File: config.mk
export PLATFORM = sky130hd
export DESIGN_NAME = irrigation_tick_timer
export DESIGN_NICKNAME = d
export VERILOG_FILES = /design/src/rtl/irrigation_tick_timer_pkg.sv /design/src/rtl/irrigation_tick_timer_slow_edge_sync.sv /design/src/rtl/irrigation_tick_timer.sv
export SDC_FILE = /design/constraint.sdc
export NUM_CORES = 1
export LEC_CHECK = 0
export ABC_AREA = 1
export CAP_MARGIN = 20
export CORE_ASPECT_RATIO = 0.75
export CORE_MARGIN = 1
export CORE_UTILIZATION = 45
export DETAILED_ROUTE_END_ITERATION = 6
export GPL_ROUTABILITY_DRIVEN = 0
export HOLD_SLACK_MARGIN = 0.1
export PLACE_DENSITY = 0.83
export SYNTH_ARGS = -nofsm -noshare
export SYNTH_HDL_FRONTEND = slang
export SYNTH_SLANG_ARGS = --single-unit
File: constraint.sdc
create_clock -name clock -period 1.9 [get_ports clock]
set_input_delay 0.38 -clock clock [delete_from_list [all_inputs] [get_ports clock]]
set_output_delay 0.38 -clock clock [all_outputs]
set_load 0.02 [all_outputs]
File: src/rtl/irrigation_tick_timer_pkg.sv
// Shared types and constants for the irrigation tick timer.
package irrigation_tick_timer_pkg;

  // Watering-cycle FSM encoding
  typedef enum logic [1:0] {
    ST_IDLE = 2'd0,
    ST_ARM  = 2'd1,
    ST_RUN  = 2'd2,
    ST_DONE = 2'd3
  } state_e;

  // Tick source selection
  localparam logic MODE_GOT = 1'b0;  // drip rate (clock_Got)
  localparam logic MODE_ASP = 1'b1;  // sprinkler rate (clock_Asp)

endpackage

File: src/rtl/irrigation_tick_timer_slow_edge_sync.sv
// Brings one slow divided wave into the clock domain and emits a one-cycle
// tick per rising edge. The tick is registered so the rise-to-tick latency
// is SYNC_STAGES+1 edges and the FSM sees a clean flop output.
module slow_edge_sync #(
  parameter int SYNC_STAGES = 2
) (
  input  logic clock,
  input  logic reset_n,
  input  logic async_in,
  output logic tick
);

  logic [SYNC_STAGES-1:0] sync_q;
  logic                   hist_q;
  logic                   tick_q;
  logic                   sync_out;

  assign sync_out = sync_q[SYNC_STAGES-1];
  assign tick     = tick_q;

  // Synchronizer chain, history flop and registered rising-edge detect
  always_ff @(posedge clock or negedge reset_n) begin
    if (!reset_n) begin
      sync_q <= '0;
      hist_q <= 1'b0;
      tick_q <= 1'b0;
    end else begin
      sync_q <= {sync_q[SYNC_STAGES-2:0], async_in};
      hist_q <= sync_out;
      tick_q <= sync_out & ~hist_q;
    end
  end

endmodule

File: src/rtl/irrigation_tick_timer.sv
// Watering-cycle timer: converts the two divided waves into tick enables and
// keeps the valve open for a programmed number of ticks of the chosen rate.
module irrigation_tick_timer
  import irrigation_tick_timer_pkg::*;
#(
  parameter int SYNC_STAGES = 2,
  parameter int DUR_W       = 8
) (
  input  logic             clock,
  input  logic             reset_n,
  input  logic             clock_Got,
  input  logic             clock_Asp,
  input  logic             start,
  input  logic             mode,
  input  logic [DUR_W-1:0] duration,
  input  logic             abort,
  output logic             tick_got,
  output logic             tick_asp,
  output logic             busy,
  output logic             valve_on,
  output logic [DUR_W-1:0] remaining,
  output logic             done,
  output logic             aborted
);

  localparam logic [DUR_W-1:0] ONE = {{(DUR_W-1){1'b0}}, 1'b1};

  state_e           state_q;
  logic             mode_q;
  logic [DUR_W-1:0] rem_q;
  logic             busy_q;
  logic             valve_q;
  logic             done_q;
  logic             aborted_q;
  logic             sel_tick;

  slow_edge_sync #(.SYNC_STAGES(SYNC_STAGES)) u_sync_got (
    .clock    (clock),
    .reset_n  (reset_n),
    .async_in (clock_Got),
    .tick     (tick_got)
  );

  slow_edge_sync #(.SYNC_STAGES(SYNC_STAGES)) u_sync_asp (
    .clock    (clock),
    .reset_n  (reset_n),
    .async_in (clock_Asp),
    .tick     (tick_asp)
  );

  // Only the source latched at start advances the cycle
  assign sel_tick = (mode_q == MODE_ASP) ? tick_asp : tick_got;

  // Cycle FSM with the remaining-tick counter and registered status outputs
  always_ff @(posedge clock or negedge reset_n) begin
    if (!reset_n) begin
      state_q   <= ST_IDLE;
      mode_q    <= MODE_GOT;
      rem_q     <= '0;
      busy_q    <= 1'b0;
      valve_q   <= 1'b0;
      done_q    <= 1'b0;
      aborted_q <= 1'b0;
    end else begin
      done_q    <= 1'b0;
      aborted_q <= 1'b0;
      case (state_q)
        ST_IDLE: begin
          if (start) begin
            if (duration != '0) begin
              mode_q  <= mode;
              rem_q   <= duration;
              busy_q  <= 1'b1;
              state_q <= ST_ARM;
            end else begin
              // zero-length cycle completes without opening the valve
              done_q  <= 1'b1;
              state_q <= ST_DONE;
            end
          end
        end
        ST_ARM: begin
          if (abort) begin
            rem_q     <= '0;
            busy_q    <= 1'b0;
            aborted_q <= 1'b1;
            state_q   <= ST_IDLE;
          end else if (sel_tick) begin
            // aligning tick: open the valve, count starts on the next tick
            valve_q <= 1'b1;
            state_q <= ST_RUN;
          end
        end
        ST_RUN: begin
          if (abort) begin
            rem_q     <= '0;
            busy_q    <= 1'b0;
            valve_q   <= 1'b0;
            aborted_q <= 1'b1;
            state_q   <= ST_IDLE;
          end else if (sel_tick) begin
            if (rem_q <= ONE) begin
              rem_q   <= '0;
              busy_q  <= 1'b0;
              valve_q <= 1'b0;
              done_q  <= 1'b1;
              state_q <= ST_DONE;
            end else begin
              rem_q <= rem_q - ONE;
            end
          end
        end
        ST_DONE: begin
          state_q <= ST_IDLE;
        end
        default: begin
          state_q <= ST_IDLE;
        end
      endcase
    end
  end

  assign busy      = busy_q;
  assign valve_on  = valve_q;
  assign remaining = rem_q;
  assign done      = done_q;
  assign aborted   = aborted_q;

endmodule

==> results.md <==
* CTS Buffer Depth at 2
* Area delta synth->final at 30.40%
* H-tree Lvls at 1
* Die Wd at 65.25 microns
* Root Buffer: clkbuf_8
* Run status: completed
* HP Start: u_sync_got.sync_q[0]
* Actual slew at the worst max-slew pin at 0.2782 ns
* Vias in the first global route at 1024
* Crit-path cells: clkdlybuf4s50_1
* Synth area leader: dfrtp_1
* Final Setup Violations at 0
* Violation count after the first detailed-route iteration at 126
* Setup crit start kind: flip-flop
* Crit-path max FO at 6
* Async set or reset register ratio after synthesis at 100.0%
* First-pass DRT Iterations at 4
* Largest family of logic cells by synthesized area: simple AND/OR/NAND/NOR gates
* Fmax achieved at 0.5661 GHz
* M1 wire length at 1.437 mm
* Rows at 16
* Post-CTS Setup Bufs at 0
* CP max stage cell: clkdlybuf4s50_1
* Hold Path Class: flip-flop to flip-flop
* Simple-gate share of the synthesized area at 38.74%
* Post-DP HPWL at 2.318 mm
* Global-route wire length before repair at 4.802 mm
* Clock latency on the worst-skew pair at 0.27 ns
* Clock Skew at 0.004493 ns
* Post-synthesis compound-gate area fraction at 4.171%
* Per-cell routed wire length at 11.63 microns
* WHS Path Cells at 0
* Vias per Instance at 4.965
* TNS Setup at 0 ns
* Sw power at 1.302 mW
* Avg Inst Size Synth at 7.298 sq um
* Detailed-route via count at 1281
* GRT Total Usage at 20.05%
* CP max stage delay at 0.65 ns
* Post-synthesis mux area share at 0%
* Hold_buf cts at 0
* Post-layout nets at 244
* R2R Path End: remaining[6]
* Post-Synthesis Cells at 185
* Crit path max-delay family: buffers and inverters
* Slew Limit Fails at 0
* Cell variety after synth at 20
* Met2 wire length at 1.271 mm
* Yosys warnings at 0
* DR top layer: met4
* Sequential fraction of the synthesis area at 42.63%
* Most frequent cell after synthesis: nand2_1
* Starting density of the core at 49.59%
* Int Pwr at 1.468 mW
* Logic pwr share at 59.4%
* Largest net degree at the start of global routing at 24
* R2R cell count at 10
* Xor-xnor portion of the synthesized cell area at 0.6487%
* Seq pwr share at 29.3%
* Die Y at 49.44 microns
* Port bufs at 28
* WL final at 3.001 mm
* Mapped Nets at 206
* Largest cells by area after synthesis: dfrtp_1 43%, nand2_1 16%, nor2_1 9.2%
* Tmin final at 1.767 ns
* Sw frac at 46.99%
* Crit share post-route at 92.97%
* Number of enable flip-flop cells after synthesis at 0
* CP Data Arrival Time at 1.39 ns
* Post-DRT Antenna Nets at 0
* Top post-synthesis cells by count: 59 x nand2_1, 33 x nor2_1, 24 x inv_1, 23 x dfrtp_1, 8 x nand3_1
* Drc violations at 0
* Flops & latches, synth at 23
* GR Overflow Total at 0
* Clock Pin Slew Worst Setup and Hold Paths at 0.09 ns
* DIE AREA at 3225 sq um
* Max-capacitance violation count at 0
* Ys flop type: dfrtp_1
* Leakage at 0.8996 nW
* Final hold violation count at 0
* CTS buffer count at 3
* Worst Path Required at 1.52 ns
* Met3 WL post-DR at 261 microns
* Adder-cell share of the synthesized area at 5.561%
* CP Class: flip-flop to output pin
* TritonCTS clock tree: yes
* Hold endpoint: u_sync_got.sync_q[1]
* Inserted Diodes at 0
* Worst Path Buf+Inv at 1
* Cts repair resizes at 0
* Synth Cell Area at 1350 sq um
* Crit. End Element: output pin
* Clock share of power at 11.3%
* Initial antenna violation count at 0
* Max VDD drop at 0.7057 mV
* Power Dens Cells at 1573 nW/um^2
* Reg-to-reg startpoint: state_q[0]
* R2R Setup Slk at 0.23 ns
* Rel. slew slack at 81.46%
* Area of the core at 2723 sq um
* Overall Power at 2.770 mW
* RSZ-0062 raised after global routing: false
* Share of layout cells above drive strength 1 at 10.36%
* IO Pins at 29
* Clock Sinks at 23
* Post-synth top area share at 42.63%
power groups by stage:
stage               Combinational, mW  Sequential (mW)  Clock, mW
CTS                              1.64            0.808      0.320
global route                     1.85            0.832      0.342
finish                           1.65            0.811      0.313
detailed placement               1.63            0.816          0
global placement                 1.60            0.813          0
floorplan                       0.981            0.914          0
per-layer routing:
metal / up-vias / GRT usage (%)
li1: 646 / -
met1: 580 / 29.72
met5: - / 0
met4: 0 / 5.435
met2: 51 / 28.35
met3: 4 / 5.374
layout make-up:
class	instances	area [sq um]
Clock buffer	3	41.29
Timing Repair Buffer	35	332.8
Inverter	25	95.09
Sequential cell	23	575.6
Fill cell	255	962.2
Tap cell	36	45.04
Clock inverter	1	7.507
Multi-Input combinational cell	135	663.1
worst max path at each step:
stage	slack, ns	start	depth (start not counted)	to
final	0.13	remaining[5]	1	remaining[5]
after detailed placement	0.02	abort	8	remaining[6]
after global routing	0.05	remaining[2]	1	remaining[2]
after CTS	0.12	remaining[2]	1	remaining[2]
after floorplan	0.34	remaining[0]	9	remaining[7]
after global placement	0.09	abort	8	remaining[5]
state kept, by name, indices dropped and copies added, names as in the netlist:
signal	flops
u_sync_got.tick	1
valve_on	1
u_sync_asp.sync_q	2
u_sync_got.sync_q	2
u_sync_asp.tick	1
state_q	2
busy	1
u_sync_asp.hist_q	1
done	1
remaining	8
aborted	1
mode_q	1
u_sync_got.hist_q	1
metrics by stage:
| stage | hold WS [ns] | setup WS [ns] | utilization, % | area (sq um) | cells |
|---|---|---|---|---|---|
| 6_report | 0.3570 | 0.1335 | 64.66 | 1760 | 258 |
| 5_1_grt | 0.3633 | 0.04790 | 64.66 | 1760 | 258 |
| 4_1_cts | 0.3607 | 0.1210 | 64.66 | 1760 | 258 |
| 3_5_place_dp | 0.3413 | 0.02018 | 62.87 | 1712 | 254 |
| 3_3_place_gp | 0.3346 | 0.08754 | 62.87 | 1712 | 254 |
| 2_1_floorplan | 0.08441 | 0.3360 | - | 1350 | 185 |
cells by family after synthesis:
| family | after synthesis |
|---|---|
| compound gates | 10 |
| xor+xnor | 1 |
| flops | 23 |
| buf+inv | 27 |
| fa+ha+maj | 6 |
| simple gates | 118 |
cells in the final DEF (no fill, tap or decap):
cell type / instances
nand4_1: 7
dfrtp_1: 23
clkinvlp_4: 1
buf_4: 7
nand3_1: 8
inv_1: 24
nand3_4: 1
nor2_1: 33
ha_1: 6
a21oi_1: 1
clkdlybuf4s50_1: 28
clkinv_2: 1
clkbuf_8: 3
o22ai_1: 1
nor2_2: 6
nand3_2: 1
xnor2_1: 1
nand2_2: 1
o21ai_0: 6
nand2_1: 59
nor2_4: 2
o21bai_1: 2
No activity file was read; power rests on OpenSTA's default activity.
